### src/rtl/game_timer_ctrl_pkg.sv
// game_stats_pkg: state type, BCD time types and the BCD arithmetic helpers
// shared by the game countdown timer and its prescaler.
package game_stats_pkg;

   // Controller states.
   typedef enum logic [1:0] {
      ST_IDLE    = 2'd0,
      ST_RUN     = 2'd1,
      ST_PAUSE   = 2'd2,
      ST_EXPIRED = 2'd3
   } game_state_e;

   // One BCD digit, 0..9 when valid.
   typedef logic [3:0] bcd_digit_t;

   // Two-digit BCD time; the packed layout matches an 8'hTU literal.
   typedef struct packed {
      bcd_digit_t tens;
      bcd_digit_t units;
   } bcd_time_t;

   localparam bcd_time_t BCD_ZERO = 8'h00;
   localparam bcd_time_t BCD_MAX  = 8'h99;

   // Decrement by one second with a units borrow; 00 stays 00.
   function automatic bcd_time_t bcd_dec(input bcd_time_t t);
      bcd_time_t r;
      r = t;
      if (t.units != 4'd0) begin
         r.units = t.units - 4'd1;
      end else if (t.tens != 4'd0) begin
         r.tens  = t.tens - 4'd1;
         r.units = 4'd9;
      end
      return r;
   endfunction

   // Digit-wise BCD add; any result above 99 clamps to 99.
   function automatic bcd_time_t bcd_add_sat(input bcd_time_t a, input bcd_time_t b);
      logic [4:0] u_sum;
      logic [4:0] t_sum;
      logic       carry;
      bcd_time_t  r;
      u_sum = {1'b0, a.units} + {1'b0, b.units};
      carry = (u_sum > 5'd9);
      if (carry) begin
         u_sum = u_sum - 5'd10;
      end
      t_sum = {1'b0, a.tens} + {1'b0, b.tens} + {4'd0, carry};
      if (t_sum > 5'd9) begin
         r = BCD_MAX;
      end else begin
         r.tens  = t_sum[3:0];
         r.units = u_sum[3:0];
      end
      return r;
   endfunction

endpackage

### src/rtl/game_timer_ctrl_if.sv
// game_timer_ctrl_if: request strobes into the timer and the registered
// time/status coming back out.
interface game_timer_ctrl_if;
   import game_stats_pkg::*;

   logic       start;
   logic       pause;
   logic       resume;
   logic       bonus;
   bcd_digit_t tens;
   bcd_digit_t units;
   logic       running;
   logic       time_up;
   logic       expired;

   // Game logic side: issues requests, watches the clock.
   modport master (
      output start, pause, resume, bonus,
      input  tens, units, running, time_up, expired
   );

   // Timer side.
   modport slave (
      input  start, pause, resume, bonus,
      output tens, units, running, time_up, expired
   );
endinterface

### src/rtl/game_timer_ctrl_prescaler.sv
// sec_prescaler: divides clk down to one sec_tick per game second. It only
// advances while run is high, so a paused game keeps its partial second.
module sec_prescaler #(
   parameter int unsigned TICKS_PER_SEC = 50_000_000
) (
   input  logic clk,
   input  logic reset,
   input  logic run,
   input  logic clear,
   output logic sec_tick
);
   localparam int unsigned      CNT_W = (TICKS_PER_SEC > 1) ? $clog2(TICKS_PER_SEC) : 1;
   localparam logic [CNT_W-1:0] LAST  = CNT_W'(TICKS_PER_SEC - 1);

   logic [CNT_W-1:0] count_q;
   logic [CNT_W-1:0] count_d;

   // The tick is the last count of each second while running.
   assign sec_tick = run && (count_q == LAST);

   // Next count: clear beats everything, otherwise wrap at LAST while running.
   always_comb begin
      count_d = count_q;
      if (clear) begin
         count_d = '0;
      end else if (run) begin
         count_d = sec_tick ? '0 : count_q + CNT_W'(1);
      end
   end

   // Count register.
   always_ff @(posedge clk or posedge reset) begin
      if (reset) begin
         count_q <= '0;
      end else begin
         count_q <= count_d;
      end
   end
endmodule

### src/rtl/game_timer_ctrl.sv
// game_timer_ctrl: two-digit BCD game countdown with pause/resume, bonus
// seconds and a one-cycle time_up pulse when the clock runs out.
module game_timer_ctrl
   import game_stats_pkg::*;
#(
   parameter int unsigned TICKS_PER_SEC = 50_000_000,
   parameter logic [7:0]  START_TIME    = 8'h60,
   parameter logic [7:0]  BONUS_SEC     = 8'h03
) (
   input logic              clk,
   input logic              reset,
   game_timer_ctrl_if.slave bus
);
   localparam bcd_time_t START_BCD = START_TIME;
   localparam bcd_time_t BONUS_BCD = BONUS_SEC;

   // Reject non-BCD load/bonus values at elaboration, one digit at a time.
   for (genvar gi = 0; gi < 2; gi++) begin : g_bcd_check
      if (START_TIME[gi*4 +: 4] > 4'd9) begin : g_bad_start
         $error("game_timer_ctrl: START_TIME digit %0d is not BCD", gi);
      end
      if (BONUS_SEC[gi*4 +: 4] > 4'd9) begin : g_bad_bonus
         $error("game_timer_ctrl: BONUS_SEC digit %0d is not BCD", gi);
      end
   end
   if (TICKS_PER_SEC == 0) begin : g_bad_ticks
      $error("game_timer_ctrl: TICKS_PER_SEC must be at least 1");
   end

   game_state_e state_q;
   game_state_e state_d;
   bcd_time_t   time_q;
   bcd_time_t   time_d;
   logic        running_q;
   logic        running_d;
   logic        expired_q;
   logic        expired_d;
   logic        time_up_q;
   logic        time_up_d;

   logic        sec_tick;
   logic        presc_run;
   logic        presc_clear;
   bcd_time_t   tick_time;
   bcd_time_t   bonus_time;
   bcd_time_t   run_time;

   // The prescaler advances in RUN only and restarts on every accepted start.
   assign presc_run = (state_q == ST_RUN);

   sec_prescaler #(
      .TICKS_PER_SEC(TICKS_PER_SEC)
   ) u_prescaler (
      .clk     (clk),
      .reset   (reset),
      .run     (presc_run),
      .clear   (presc_clear),
      .sec_tick(sec_tick)
   );

   // sec_tick is only ever high in RUN, so in PAUSE tick_time is time_q and
   // bonus_time is simply time_q plus the bonus.
   assign tick_time  = sec_tick ? bcd_dec(time_q) : time_q;
   assign bonus_time = bcd_add_sat(tick_time, BONUS_BCD);

   // In RUN a bonus only counts when no pause is being accepted the same cycle
   // (pause outranks bonus); resume does nothing in RUN so it blocks nothing.
   assign run_time = (bus.bonus && !bus.pause) ? bonus_time : tick_time;

   // State and time update. start outranks everything; otherwise only the
   // highest-priority request that means something in the current state acts.
   always_comb begin
      state_d     = state_q;
      time_d      = time_q;
      time_up_d   = 1'b0;
      presc_clear = 1'b0;
      if (bus.start) begin
         state_d     = ST_RUN;
         time_d      = START_BCD;
         presc_clear = 1'b1;
      end else begin
         case (state_q)
            ST_RUN: begin
               // A tick that still lands on a pause cycle is honoured, so the
               // partial second is never lost.
               time_d = run_time;
               if (sec_tick && (run_time == BCD_ZERO)) begin
                  state_d   = ST_EXPIRED;
                  time_up_d = 1'b1;
               end else if (bus.pause) begin
                  state_d = ST_PAUSE;
               end
            end
            ST_PAUSE: begin
               if (bus.resume) begin
                  state_d = ST_RUN;
               end else if (bus.bonus) begin
                  time_d = bonus_time;
               end
            end
            ST_IDLE, ST_EXPIRED: begin
               state_d = state_q;
            end
            default: begin
               state_d = ST_IDLE;
            end
         endcase
      end
   end

   // Status levels follow the state the block is entering.
   always_comb begin
      running_d = (state_d == ST_RUN);
      expired_d = (state_d == ST_EXPIRED);
   end

   // State, digit and status registers.
   always_ff @(posedge clk or posedge reset) begin
      if (reset) begin
         state_q   <= ST_IDLE;
         time_q    <= START_BCD;
         running_q <= 1'b0;
         expired_q <= 1'b0;
         time_up_q <= 1'b0;
      end else begin
         state_q   <= state_d;
         time_q    <= time_d;
         running_q <= running_d;
         expired_q <= expired_d;
         time_up_q <= time_up_d;
      end
   end

   assign bus.tens    = time_q.tens;
   assign bus.units   = time_q.units;
   assign bus.running = running_q;
   assign bus.expired = expired_q;
   assign bus.time_up = time_up_q;
endmodule
### src/flat_wrapper.sv
// flat-port wrapper written by rule: the top's interface ports become plain ports
module game_timer_ctrl_flat import game_stats_pkg::*;
#(
   parameter int unsigned TICKS_PER_SEC = 50_000_000,
   parameter logic [7:0]  START_TIME    = 8'h60,
   parameter logic [7:0]  BONUS_SEC     = 8'h03
)
  (clk, reset, bus_start, bus_pause, bus_resume, bus_bonus, bus_tens, bus_units, bus_running, bus_time_up, bus_expired);
  game_timer_ctrl_if bus_i ();
  input logic clk;
  input logic reset;
  input wire logic [$bits(bus_i.start)-1:0] bus_start;
  input wire logic [$bits(bus_i.pause)-1:0] bus_pause;
  input wire logic [$bits(bus_i.resume)-1:0] bus_resume;
  input wire logic [$bits(bus_i.bonus)-1:0] bus_bonus;
  output wire logic [$bits(bus_i.tens)-1:0] bus_tens;
  output wire logic [$bits(bus_i.units)-1:0] bus_units;
  output wire logic [$bits(bus_i.running)-1:0] bus_running;
  output wire logic [$bits(bus_i.time_up)-1:0] bus_time_up;
  output wire logic [$bits(bus_i.expired)-1:0] bus_expired;
  assign bus_i.start = bus_start;
  assign bus_i.pause = bus_pause;
  assign bus_i.resume = bus_resume;
  assign bus_i.bonus = bus_bonus;
  assign bus_tens = bus_i.tens;
  assign bus_units = bus_i.units;
  assign bus_running = bus_i.running;
  assign bus_time_up = bus_i.time_up;
  assign bus_expired = bus_i.expired;
  game_timer_ctrl #(.TICKS_PER_SEC(TICKS_PER_SEC), .START_TIME(START_TIME), .BONUS_SEC(BONUS_SEC)) u_core (.clk(clk), .reset(reset), .bus(bus_i));
endmodule
### config.mk
export PLATFORM = sky130hd
export DESIGN_NAME = game_timer_ctrl_flat
export DESIGN_NICKNAME = d
export VERILOG_FILES = /design/src/rtl/game_timer_ctrl_pkg.sv /design/src/rtl/game_timer_ctrl_if.sv /design/src/rtl/game_timer_ctrl_prescaler.sv /design/src/rtl/game_timer_ctrl.sv /design/src/flat_wrapper.sv
export SDC_FILE = /design/constraint.sdc
export NUM_CORES = 1
export LEC_CHECK = 0
export BUFFER_PORTS_ARGS = -buffer_cell sky130_fd_sc_hd__buf_2
export CORE_ASPECT_RATIO = 1.5
export CORE_UTILIZATION = 30
export DETAILED_ROUTE_END_ITERATION = 12
export GPL_TIMING_DRIVEN = 0
export PLACE_DENSITY = 0.48
export SLEW_MARGIN = 5
export SYNTH_ARGS = -nofsm -noshare
export SYNTH_HDL_FRONTEND = slang
export SYNTH_SLANG_ARGS = --single-unit
### constraint.sdc
create_clock -name clk -period 10.6 [get_ports clk]
set_input_delay 0.53 -clock clk [delete_from_list [all_inputs] [get_ports clk]]
set_output_delay 0.53 -clock clk [all_outputs]
set_load 0.005 [all_outputs]
==> metrics.md <==
| Metric | Value |
|---|---|
| CP top delay family | `compound AO/OA/AOI/OAI gates` |
| Area of the multi-input gates | `1810 um2` |
| Initial DRC Count | `66` |
| Status | `completed` |
| M2 GR Usage | `0.304` |
| Period utilization | `0.611` |
| Root buf cell | `clkbuf_16` |
| Asr flop ratio synth | `1.00` |
| Hold Fails Final Rpt | `0` |
| CP max stage delay | `0.62 ns` |
| I/O pin cnt | `17` |
| Clk network pwr share | `0.299` |
| Vias post-DR | `2517` |
| Finished layout cell area | `3290 um2` |
| Final core occ | `0.352` |
| Mux share of post-synthesis cell area | `0.0107` |
| Post-route setup TNS | `0 ns` |
| Pwr Total | `485 uW` |
| Synth Area in Adders | `0.0430` |
| Logic pwr share | `0.354` |
| Clock Latency Late Sink | `0.28 ns` |
| Post-route non-filler standard cell count | `484` |
| Unrepaired setup endpoints after global routing | `false` |
| FF+latch count, synth | `39` |
| Slew Viols, Final | `0` |
| Post-DP HPWL | `5.85 mm` |
| Critical Path End Type | `flip-flop` |
| Commonest non-fill, non-tap cell in the layout | `nor2_1` |
| Grt total ovfl | `0` |
| GRT Total Usage | `0.163` |
| Placed inst area | `3150 um2` |
| Crit Path Category | `flip-flop to flip-flop` |
| Compound-gate portion of the synthesized area | `0.172` |
| Register area | `978 um2` |
| Final setup fails | `0` |
| Simple-gate share of the synthesized area | `0.328` |
| Initial Util | `0.311` |
| Most used DFF post-synth | `dfrtp_1` |
| Vias in the first global route | `2484` |
| Layout cells sized above 1 | `0.132` |
| Placed cells | `476` |
| Worst IR Drop VDD | `0.0683 mV` |
| Met1 Use GR | `0.193` |
| Gr busiest metal | `met2` |
| Area Overhead vs Synth | `13.1%` |
| Synth cell types | `68` |
| WP buf/inv | `5` |
| Routing usage on met3 | `0.0156` |
| CTS Buf Count | `5` |
| Placement row count | `43` |
| WP data required | `10.81 ns` |
| Post-layout minimum cycle time | `6.48 ns` |
| Routed WL per cell | `15.5 um` |
| GP Congestion | `0.777` |
| Hold WS | `0.110 ns` |
| Fillers | `1012` |
| Synth Instances | `347` |
| CTS resizes | `0` |
| Switch share | `0.357` |
| Flop pwr share | `0.347` |
| Net switching power | `173 uW` |
| Largest family of logic cells by synthesized area | `simple AND/OR/NAND/NOR gates` |
| Post-route worst setup slack | `4.12 ns` |
| # port buffers | `16` |
| Clock transition at the registers of the reported paths | `0.06 ns` |
| XOR/XNOR Fraction of Synth Area | `0.0692` |
| Post-synth design cell area | `2910 um2` |
| Post-CTS Hold Fix Bufs | `0` |
| CTS tree | `built` |
| Initial antenna violation count | `0` |
| Leak | `1.34 nW` |
| Die width | `82.5 um` |
| Yosys warns | `0` |
| P per Cell Area | `147 nW/um2` |
| Largest net degree at the start of global routing | `38` |
| Seq/Total Area, Yosys | `0.336` |
| R2R setup slack | `4.12 ns` |
| Post-Syn Nets | `363` |
| First-pass DRT Iterations | `4` |
| Htree depth | `2` |
| Total clock sinks | `39` |
| Max-cap check violation count | `0` |
| Setup Skew | `0.00792 ns` |
| Antenna diode count | `0` |
| Nets | `387` |
| Avg Inst Size Synth | `8.39 um2` |
| First-pass GRT wire length | `12.4 mm` |
| Most frequent cells in the layout | `nor2_1 (45), nand2_1 (38), dfrtp_1 (37), o21ai_0 (19), nand3_1 (18)` |
| Die height | `123 um` |
| CP max FO | `9` |
| Max Clock Freq | `0.154 GHz` |
| CP arrival | `6.69 ns` |
| Worst path cell trace | `clkbuf_1 > inv_1 > ha_1 > nor3b_1 > nand2_1 > nand3_4 > o21ai_0 > inv_1 > ha_1 > clkbuf_1 > xnor2_1 > ha_1 > nor2b_1 > a221oi_4 > nor4_1 > a2111o_1 > or2_2 > ha_1 > ha_1 > clkbuf_1 > o311ai_1 > a31oi_1 > or3_4 > a21oi_2` |
| Hold WC Path Type | `input pin to asynchronous set/reset pin` |
| CTS max path bufs | `2` |
| Core Area | `9360 um2` |
| Relative slew slack | `0.551` |
| Place WS | `4.12 ns` |
| Slowest CP cell | `o311ai_1` |
| Number of nets with antenna violations after routing | `0` |
| DRC | `0` |
| Post-Route WL | `7.52 mm` |
| Internal | `312 uW` |
| Die area | `10100 um2` |
| Post-CTS Setup Repair Bufs | `0` |
| Critical path's most frequent cell | `ha_1` |
| Vias per cell | `5.20` |
| Setup crit start kind | `flip-flop` |
| Worst Tran Pin Value | `0.671 ns` |
| Number of flops mapped to enable cells by yosys | `0` |
sequential cells by signal (all words and copies together), names as in the netlist:
name                        flops
u_core.bus.units                4
u_core.u_prescaler.count_q     26
u_core.bus.tens                 4
u_core.state_q                  2
u_core.bus.time_up              1
u_core.bus.running              1
u_core.bus.expired              1
path summary, 6_finish.rpt:
| path | startpoint | end | cells after the start |
|---|---|---|---|
| setup / recovery | u_core.bus.units[0] | u_core.bus.expired | 24 |
| setup reg to reg | u_core.bus.units[0] | u_core.bus.expired | 24 |
| hold / removal | reset | u_core.bus.units[1] | 2 |
| min in group clk | bus_pause | u_core.bus.running | 2 |
| hold reg to reg | u_core.u_prescaler.count_q[0] | u_core.u_prescaler.count_q[0] | 1 |
| max in group asynchronous | reset | u_core.bus.tens[2] | 3 |
kinds of logic (layout without fill, tap and decap cells):
| kind of cell | Yosys count | in the layout |
|---|---|---|
| AND/OR/NAND/NOR | 176 | 176 |
| AO/OA/AOI/OAI | 69 | 69 |
| flip-flops | 39 | 39 |
| buffers and inverters | 27 | 52 |
| XOR/XNOR | 23 | 23 |
| adder cells (fa/ha/maj) | 10 | 10 |
| multiplexers | 3 | 3 |
Yosys cell counts (3+ instances only):
library cell / number / share of area
nor2_1: 45 / 0.058
nand2_1: 38 / 0.049
dfrtp_1: 37 / 0.32
o21ai_0: 19 / 0.033
nand3_1: 18 / 0.031
xor2_1: 16 / 0.048
inv_1: 14 / 0.018
ha_1: 10 / 0.043
nand4_1: 9 / 0.019
clkbuf_1: 8 / 0.010
nor3_1: 8 / 0.014
a21oi_1: 7 / 0.012
nor2b_1: 7 / 0.015
xnor2_1: 7 / 0.021
a31oi_1: 6 / 0.013
or3_1: 5 / 0.011
and2_1: 4 / 0.0086
and4_1: 4 / 0.012
nand2b_1: 4 / 0.0086
nor3b_1: 4 / 0.010
nor4_1: 4 / 0.0086
and3_1: 3 / 0.0064
buf_4: 3 / 0.0077
o21a_1: 3 / 0.0077
o22ai_1: 3 / 0.0064
o31a_1: 3 / 0.0090
or2_0: 3 / 0.0064
area by class of cell:
cell class | instances | area share
Clock inverter | 2 | 0.00380
Buffer | 13 | 0.0205
Multi-Input combinational cell | 281 | 0.551
Tap cell | 112 | 0.0425
Timing Repair Buffer | 17 | 0.0304
Sequential cell | 39 | 0.297
Clock buffer | 6 | 0.0391
Inverter | 14 | 0.0160
power by group through the flow:
stage / Clock (mW) / Combinational, mW / Sequential, mW
3_5_place_dp: 0 / 0.172 / 0.171
5_1_grt: 0.156 / 0.191 / 0.169
4_1_cts: 0.151 / 0.173 / 0.168
3_3_place_gp: 0 / 0.170 / 0.170
6_report: 0.145 / 0.172 / 0.168
2_1_floorplan: 0 / 0.127 / 0.168
per-layer routing:
| layer | up-vias | wire, um |
|---|---|---|
| met3 | 5 | 107 |
| met2 | 19 | 4000 |
| met1 | 1200 | 3330 |
| met5 | - | 0 |
| met4 | 0 | 82 |
| li1 | 1293 | - |
worst reg2reg max path, delay by kind of cell (launching register included):
family          cells  cell delay (ns)
buf+inv             5             0.96
xor+xnor            1             0.18
compound gates      6             2.04
fa+ha+maj           5             1.04
flops               1             0.38
simple gates        7             1.80
No activity file was read; power rests on OpenSTA's default activity.
